===== src/rtl/proc_pkg.sv =====
// ---------------------------------------------------------------------------
// proc_pkg
// Shared constants for the phased processor datapath (p1..p5).
//   DATA_W / ADDR_W : datapath width and register index width
//   WB_SRC_*        : writeback source select encoding
//   wb_state_t      : writeback stage state encoding (IDLE / STAGED)
// ---------------------------------------------------------------------------
package proc_pkg;

    localparam int DATA_W = 16;
    localparam int ADDR_W = 3;
    localparam int NREG   = 2 ** ADDR_W;

    localparam logic WB_SRC_ALU = 1'b0;
    localparam logic WB_SRC_MEM = 1'b1;

    typedef enum logic {
        WB_IDLE   = 1'b0,
        WB_STAGED = 1'b1
    } wb_state_t;

endpackage


===== src/rtl/wb_stage.sv =====
// ---------------------------------------------------------------------------
// wb_stage
// Writeback stage: holds the DR latch and the staged destination index,
// and decides when the staged result is committed to the register file.
//
// Ports:
//   clock, reset            clock and asynchronous active-high reset
//   p4, p5                  phase strobes (stage / commit)
//   wb_en, wb_sel, wb_addr  writeback request, sampled at p4
//   data_from_alu/mem       writeback source data
//   commit_en               register write strobe for this cycle
//   commit_idx, commit_data register write index and data
//   staged, staged_idx,
//   staged_data             bypass information for the read ports
//   wb_pending              a staged result awaits commit
//   wb_commit               pulses the cycle after a register write
// ---------------------------------------------------------------------------
module wb_stage
    import proc_pkg::*;
#(
    parameter int DATA_W = proc_pkg::DATA_W,
    parameter int ADDR_W = proc_pkg::ADDR_W
) (
    input  logic              clock,
    input  logic              reset,
    input  logic              p4,
    input  logic              p5,
    input  logic              wb_en,
    input  logic              wb_sel,
    input  logic [ADDR_W-1:0] wb_addr,
    input  logic [DATA_W-1:0] data_from_alu,
    input  logic [DATA_W-1:0] data_from_mem,
    output logic              commit_en,
    output logic [ADDR_W-1:0] commit_idx,
    output logic [DATA_W-1:0] commit_data,
    output logic              staged,
    output logic [ADDR_W-1:0] staged_idx,
    output logic [DATA_W-1:0] staged_data,
    output logic              wb_pending,
    output logic              wb_commit
);

    wb_state_t         state_q, state_d;
    logic [DATA_W-1:0] dr_q, dr_d;
    logic [ADDR_W-1:0] idx_q, idx_d;
    logic              wb_commit_q, wb_commit_d;
    logic              commit_now;
    logic              stage_now;

    // A staged result is written out on p5, and also on p4 when the p5 for
    // it was missed, so that a new stage never overwrites an uncommitted DR.
    assign commit_now = (state_q == WB_STAGED) && (p4 || p5);
    assign stage_now  = p4 && wb_en;

    always_comb begin
        state_d     = state_q;
        dr_d        = dr_q;
        idx_d       = idx_q;
        wb_commit_d = commit_now;

        if (stage_now) begin
            dr_d    = (wb_sel == WB_SRC_MEM) ? data_from_mem : data_from_alu;
            idx_d   = wb_addr;
            state_d = WB_STAGED;
        end else if (commit_now) begin
            state_d = WB_IDLE;
        end
    end

    always_ff @(posedge clock or posedge reset) begin
        if (reset) begin
            state_q     <= WB_IDLE;
            dr_q        <= '0;
            idx_q       <= '0;
            wb_commit_q <= 1'b0;
        end else begin
            state_q     <= state_d;
            dr_q        <= dr_d;
            idx_q       <= idx_d;
            wb_commit_q <= wb_commit_d;
        end
    end

    assign commit_en   = commit_now;
    assign commit_idx  = idx_q;
    assign commit_data = dr_q;

    assign staged      = (state_q == WB_STAGED);
    assign staged_idx  = idx_q;
    assign staged_data = dr_q;

    assign wb_pending  = (state_q == WB_STAGED);
    assign wb_commit   = wb_commit_q;

endmodule


===== src/rtl/regfile_wb.sv =====
// ---------------------------------------------------------------------------
// regfile_wb
// General register file plus writeback stage. Two combinational read ports
// feed the AR/BR latches; the writeback stage stages a result at p4 and
// commits it at p5. Uncommitted staged data is bypassed to the read ports.
//
// Ports:
//   clock, reset              clock and asynchronous active-high reset
//   p4, p5                    phase strobes
//   wb_en, wb_sel, wb_addr    writeback request (sampled at p4)
//   data_from_ALU/mem         writeback sources
//   ra_addr, rb_addr          read port indices
//   data_to_AR, data_to_BR    read port data (combinational)
//   wb_pending                staged result awaiting commit
//   wb_commit                 one-cycle pulse after a register write
// ---------------------------------------------------------------------------
module regfile_wb
    import proc_pkg::*;
#(
    parameter int DATA_W = proc_pkg::DATA_W,
    parameter int NREG   = proc_pkg::NREG,
    parameter int ADDR_W = proc_pkg::ADDR_W
) (
    input  logic              clock,
    input  logic              reset,
    input  logic              p4,
    input  logic              p5,
    input  logic              wb_en,
    input  logic              wb_sel,
    input  logic [ADDR_W-1:0] wb_addr,
    input  logic [DATA_W-1:0] data_from_ALU,
    input  logic [DATA_W-1:0] data_from_mem,
    input  logic [ADDR_W-1:0] ra_addr,
    input  logic [ADDR_W-1:0] rb_addr,
    output logic [DATA_W-1:0] data_to_AR,
    output logic [DATA_W-1:0] data_to_BR,
    output logic              wb_pending,
    output logic              wb_commit
);

    logic [DATA_W-1:0] regs_q [NREG];
    logic [DATA_W-1:0] regs_d [NREG];

    logic              commit_en;
    logic [ADDR_W-1:0] commit_idx;
    logic [DATA_W-1:0] commit_data;
    logic              staged;
    logic [ADDR_W-1:0] staged_idx;
    logic [DATA_W-1:0] staged_data;

    wb_stage #(
        .DATA_W (DATA_W),
        .ADDR_W (ADDR_W)
    ) u_wb_stage (
        .clock         (clock),
        .reset         (reset),
        .p4            (p4),
        .p5            (p5),
        .wb_en         (wb_en),
        .wb_sel        (wb_sel),
        .wb_addr       (wb_addr),
        .data_from_alu (data_from_ALU),
        .data_from_mem (data_from_mem),
        .commit_en     (commit_en),
        .commit_idx    (commit_idx),
        .commit_data   (commit_data),
        .staged        (staged),
        .staged_idx    (staged_idx),
        .staged_data   (staged_data),
        .wb_pending    (wb_pending),
        .wb_commit     (wb_commit)
    );

    always_comb begin
        for (int i = 0; i < NREG; i++) begin
            regs_d[i] = regs_q[i];
        end
        if (commit_en) begin
            regs_d[commit_idx] = commit_data;
        end
    end

    always_ff @(posedge clock or posedge reset) begin
        if (reset) begin
            for (int i = 0; i < NREG; i++) begin
                regs_q[i] <= '0;
            end
        end else begin
            for (int i = 0; i < NREG; i++) begin
                regs_q[i] <= regs_d[i];
            end
        end
    end

    // While a result is staged, DR is the newest value of its register, so a
    // matching read takes DR. This also covers the commit cycle itself, when
    // the array has not yet been updated.
    always_comb begin
        data_to_AR = regs_q[ra_addr];
        data_to_BR = regs_q[rb_addr];
        if (staged && (ra_addr == staged_idx)) begin
            data_to_AR = staged_data;
        end
        if (staged && (rb_addr == staged_idx)) begin
            data_to_BR = staged_data;
        end
    end

endmodule


===== config.mk =====
export PLATFORM = sky130hd
export DESIGN_NAME = regfile_wb
export DESIGN_NICKNAME = d
export VERILOG_FILES = /design/src/rtl/proc_pkg.sv /design/src/rtl/wb_stage.sv /design/src/rtl/regfile_wb.sv
export SDC_FILE = /design/constraint.sdc
export NUM_CORES = 1
export LEC_CHECK = 0
export ABC_AREA = 1
export ABC_CLOCK_PERIOD_IN_PS = 5690
export CORE_UTILIZATION = 58
export CTS_CLUSTER_DIAMETER = 100
export DETAILED_ROUTE_END_ITERATION = 7
export MAX_ROUTING_LAYER = met4
export PLACE_DENSITY = 0.81
export SYNTH_ARGS = -nofsm -noshare
export SYNTH_HDL_FRONTEND = slang
export SYNTH_SLANG_ARGS = --single-unit

===== constraint.sdc =====
create_clock -name clock -period 5.69 [get_ports clock]
set_input_delay 1.138 -clock clock [delete_from_list [all_inputs] [get_ports clock]]
set_output_delay 1.138 -clock clock [all_outputs]
set_load 0.03 [all_outputs]

# Yosys cells after proc, flatten, opt, wreduce, memory -nomap -nowiden

Index checks and enable logic that the tools add are counted.

Equal/unequal tests: 2
Bitwise operators: 3
Reduce and logical (&&, ||, !) cells: 7
Mux-type cells: 14
Order comparisons: 4

Operators with widths:

| kind                                                        | count |
|---|---|
| bitwise mux 128 bit                                         | 1 |
| two-way mux 16 bit                                          | 8 |
| binary-select mux 16 bit (select 3 bit)                     | 2 |
| demux 16 bit (select 3 bit)                                 | 1 |
| >= comparator 4 bit (second input constant)                 | 3 |
| NOT 3 -> 4 bit                                              | 3 |
| equality test 3 bit                                         | 2 |
| logical AND 1 bit                                           | 5 |
| less-than comparator 4 x 1 -> 1 bit (second input constant) | 1 |
| two-way mux 1 bit                                           | 2 |
| nonzero test 2 bit                                          | 1 |
| logical OR 1 bit                                            | 1 |

Flip-flop bits (word level): 149
Output and inout port bits: 34
Word-level logic and storage cells: 42
Input bits: 47

# Longest topological paths before layout

Depth in word-level cells: 6
Gate-level depth with buffers: 10
Mapped depth without buffers: 8

# Hierarchy

From an unflattened synthesis, not the netlist that was laid out.

Cells, all modules: 1354
Area, all modules: 8979.9 um2

Modules (own cells, without submodules):

| module     | area an instance (um2) | seq. area each (um2) | instances | cells each |
|---|---|---|---|---|
| regfile_wb | 7772.5                 | 3203.1               | 1         | 1194 |
| wb_stage   | 1207.4                 | 525.5                | 1         | 160 |

# Worst setup path after synthesis

Ideal clock, no wire load.

Path type: in2out
From: in ra_addr[2]
To: out data_to_AR[0]
Data required time: 4.552 ns
Path slack: 2.391 ns
Stages on the path: 9
Path buffers: 2
Data arrival time: 2.161 ns
Path through: buf_2 > inv_2 > nand2_1 > nand2_1 > nor2_1 > nand2_2 > buf_2 > nand3_1 > nand2_1

Longest elaborated chain between the ends: 5
Elaborated cells on any way between the ends: 7
Those cells by class: 1 x eq/ne; 4 x mux; 1 x bitwise; 1 x reduce/logical

RTL lines:

| element                                               | RTL line          | RTL |
|---|---|---|
| from (decl)                                           | regfile_wb.sv:33  | `input logic [ADDR_W-1:0] ra_addr,` |
| NOT 3 -> 4 bit (not written as such)                  | regfile_wb.sv:99  | `data_to_AR = regs_q[ra_addr];` |
| binary-select mux 16 bit (select 3 bit)               | regfile_wb.sv:99  |  |
| two-way mux 16 bit (not written as such) (2 in a row) | regfile_wb.sv:99  |  |
| two-way mux 16 bit (*)                                | regfile_wb.sv:101 | `if (staged && (ra_addr == staged_idx)) begin` |
| to (decl)                                             | regfile_wb.sv:35  | `output logic [DATA_W-1:0] data_to_AR,` |

Mark *: on every way between the ends. The rest lies on a longest branch, timed or not. The select of a mux whose other input is x is not followed.

# Worst setup path in the final report

From: in rb_addr[2]
To: out data_to_BR[10]

Longest elaborated chain between the ends: 5
Elaborated cells on any way between the ends: 7
Those cells by class: 1 x eq/ne; 4 x mux; 1 x bitwise; 1 x reduce/logical

RTL lines:

| element                                               | RTL line          | RTL |
|---|---|---|
| from (decl)                                           | regfile_wb.sv:34  | `input logic [ADDR_W-1:0] rb_addr,` |
| NOT 3 -> 4 bit (not written as such)                  | regfile_wb.sv:100 | `data_to_BR = regs_q[rb_addr];` |
| binary-select mux 16 bit (select 3 bit)               | regfile_wb.sv:100 |  |
| two-way mux 16 bit (not written as such) (2 in a row) | regfile_wb.sv:100 |  |
| two-way mux 16 bit (*)                                | regfile_wb.sv:104 | `if (staged && (rb_addr == staged_idx)) begin` |
| to (decl)                                             | regfile_wb.sv:36  | `output logic [DATA_W-1:0] data_to_BR,` |

Marked as above.

==> impl_metrics.tcl <==
set metrics [dict create \
    grt_usage 0.377 \
    grt_max_degree 66 \
    nets 1364 \
    synth.area.top_cells "dfrtp_1, nand2_1, nand3_1" \
    yosys.area.top_type_share 0.434 \
    die_w_um 124 \
    io_pins 81 \
    hp-class "reg2reg" \
    synth_fa_ha_area_frac 0 \
    hpwlAfterDp_um 16700 \
    fillCellCount 1251 \
    drt_iter0_markers 1403 \
    cts-htree-levels 4 \
    grt_pass1_wl_um 41900 \
    crit_arrival_ns 3.87 \
    core_um2 14500 \
    drv_slew 0 \
    grt_overflow 0 \
    dieArea_um2 15300 \
    synth_top_family_by_area "simple AND/OR/NAND/NOR gates" \
    startpoint_type "input pin" \
    final_cells 1514 \
    ant_nets 0 \
    syn-num-nets 1327 \
    min_period_over_period 0.880 \
    combPwrFrac 0.352 \
    row_count 44 \
    wl_per_cell_um 17.7 \
    clkPwrFrac 0.263 \
    cts.repair.resized 0 \
    grt_pass1_vias 7970 \
    hp-start "regs_q[0]" \
    clock_skew_ns 0.00542 \
    internal_power_mw 2.88 \
    p_leak_nw 5.18 \
    holdWs_ns 0.485 \
    wirelength_um 26800 \
    dp_slack_ns 0.773 \
    layout_commonest_cell "nand2_1" \
    vias 8808 \
    syn_area_um2 8590 \
    placed_cells 1482 \
    power_density_nw_per_um2 469 \
    cts_tree "done" \
    avgViaCountPerCell 5.82 \
    rsz0062_at_grt "no" \
    synth_top_area_cell "dfrtp_1" \
    ctsHoldBuffers 0 \
    worst-setup-path-type "in2out" \
    syn-mean-instance-area_um2 6.71 \
    first_pass_iters 7 \
    p_sw_mw 1.79 \
    crit_required_ns 4.55 \
    start_util 0.593 \
    clkLatencyLatePin_ns 0.43 \
    cp-startpoint "rb_addr[2]" \
    synth_compound_area_frac 0.0979 \
    r2r-start "u_wb_stage.staged" \
    antenna_found_initial 0 \
    drc 1 \
    setup-tns-final_ns 0 \
    max-cap-violations 0 \
    layout-drive-gt1-share 0.0729 \
    synthXorXnorAreaFrac 0 \
    end_kind "output port" \
    syn_inst 1280 \
    swShare 0.384 \
    fin_ws_ns 0.682 \
    synthMuxAreaShare 0 \
    syn_to_final_growth_pct 16.0 \
    numCtsBuffers 17 \
    portBuffers 80 \
    cts_setup_buffers 0 \
    final_cell_mix "nand2_1, nand3_1, inv_1, dfrtp_1, o21ai_0" \
    fmax_ghz 0.200 \
    worstMarginPinSlew_ns 1.07 \
    cts.clk_slew.worst_paths_ns 0.06 \
    synth-simple-area-share 0.354 \
    yosys_warnings 0 \
    place.gp.congestion 0.917 \
    hold_viol 0 \
    num_antenna_cells 0 \
    ys_seq_elements 149 \
    die_y_um 124 \
    cts_sinks 149 \
    status "complete, but fails checks" \
    netlist-cell-type-count 20 \
    violations "design-rule violations" \
    clock_path_buffers 2 \
    fin_crit_ns 5.01 \
    peakVddDrop_v 0.000260 \
    p_seq_frac 0.386 \
    setup_violations 0 \
    cts-root-buf "clkbuf_16" \
    path_max_fanout 17 \
    ys_seq_area_frac 0.434 \
    slew_headroom 0.282 \
]
## area by class of cell
cell class,count,area [µm²],area share
Clock inverter,13,206,0.0207
Clock buffer,19,433,0.0434
Tap cell,184,230,0.0231
Timing Repair Buffer,100,876,0.0879
Multi-Input combinational cell,890,3880,0.390
Inverter,159,606,0.0608
Sequential cell,149,3730,0.374
## metrics by stage
| step | total power, mW | util | instance area, µm² |
|---|---|---|---|
| after detailed placement | 3.41 | 0.644 | 9330 |
| after global routing | 5.01 | 0.688 | 9960 |
| after floorplan | 2.93 | - | 8590 |
| after global placement | 3.35 | 0.644 | 9330 |
| after CTS | 4.65 | 0.688 | 9960 |
| final | 4.68 | 0.688 | 9960 |
## sequential cells by signal (all words and copies together) (netlist names)
name / flops
u_wb_stage.staged: 1
u_wb_stage.wb_commit: 1
regs_q: 128
u_wb_stage.commit_data: 16
u_wb_stage.commit_idx: 3
## path summary, 6_finish.rpt
| path | end | slack (ns) | depth (start not counted) |
|---|---|---|---|
| worst max-delay path | data_to_BR[10] | 0.68 | 9 |
| worst min-delay path | regs_q[0] | 0.48 | 2 |
| worst max register to register | regs_q[21] | 3.41 | 4 |
| worst min register to register | regs_q[0] | 0.48 | 2 |
| max in group asynchronous | regs_q[6] | 3.55 | 3 |
| min in group asynchronous | regs_q[127] | 1.12 | 2 |
## Yosys cell counts
cell type and number:
o21ai_0 141, nand4_1 7, clkinv_2 1, nand2_2 2, clkbuf_1 34, nor2_1 23
buf_4 1, inv_2 6, inv_1 151, o22ai_1 16, buf_1 4, o21ai_1 7
dfrtp_1 149, buf_6 2, nand4_2 1, buf_2 41, nand2_1 468, nor2_4 1
nand3_1 224, inv_4 1
## worst max-delay path: stages
cell	delay, ns
clkdlybuf4s50_1	0.95
nand2_1	0.13
nand2_1	0.10
nor2_1	0.05
nand2_2	0.34
clkinv_2	0.37
nand2_1	0.14
nand2_1	0.06
clkdlybuf4s50_1	0.59
## per-layer routing
metal  global-route usage  routed length, µm  part of all wire  vias up
met4                0.164                947             0.035        0
met5                    -                  0                 0        -
met2                0.546              12000              0.45      568
met3               0.0952               2930              0.11      101
li1                     -                  -                 -     4124
met1                0.501              10900              0.41     4015
## power by group through the flow
stage	sequential (mW)	combinational, mW	clock, mW
floorplan	1.73	1.20	0
global placement	1.79	1.56	0
detailed placement	1.80	1.62	0
CTS	1.79	1.63	1.23
global route	1.86	1.88	1.28
finish	1.80	1.65	1.23
## logic make-up after synthesis
| logic type | after synthesis |
|---|---|
| and+or+nand+nor | 726 |
| buffers and inverters | 241 |
| AOI/OAI and AO/OA | 164 |
| DFF | 149 |
(Power assumes the default switching activity.)
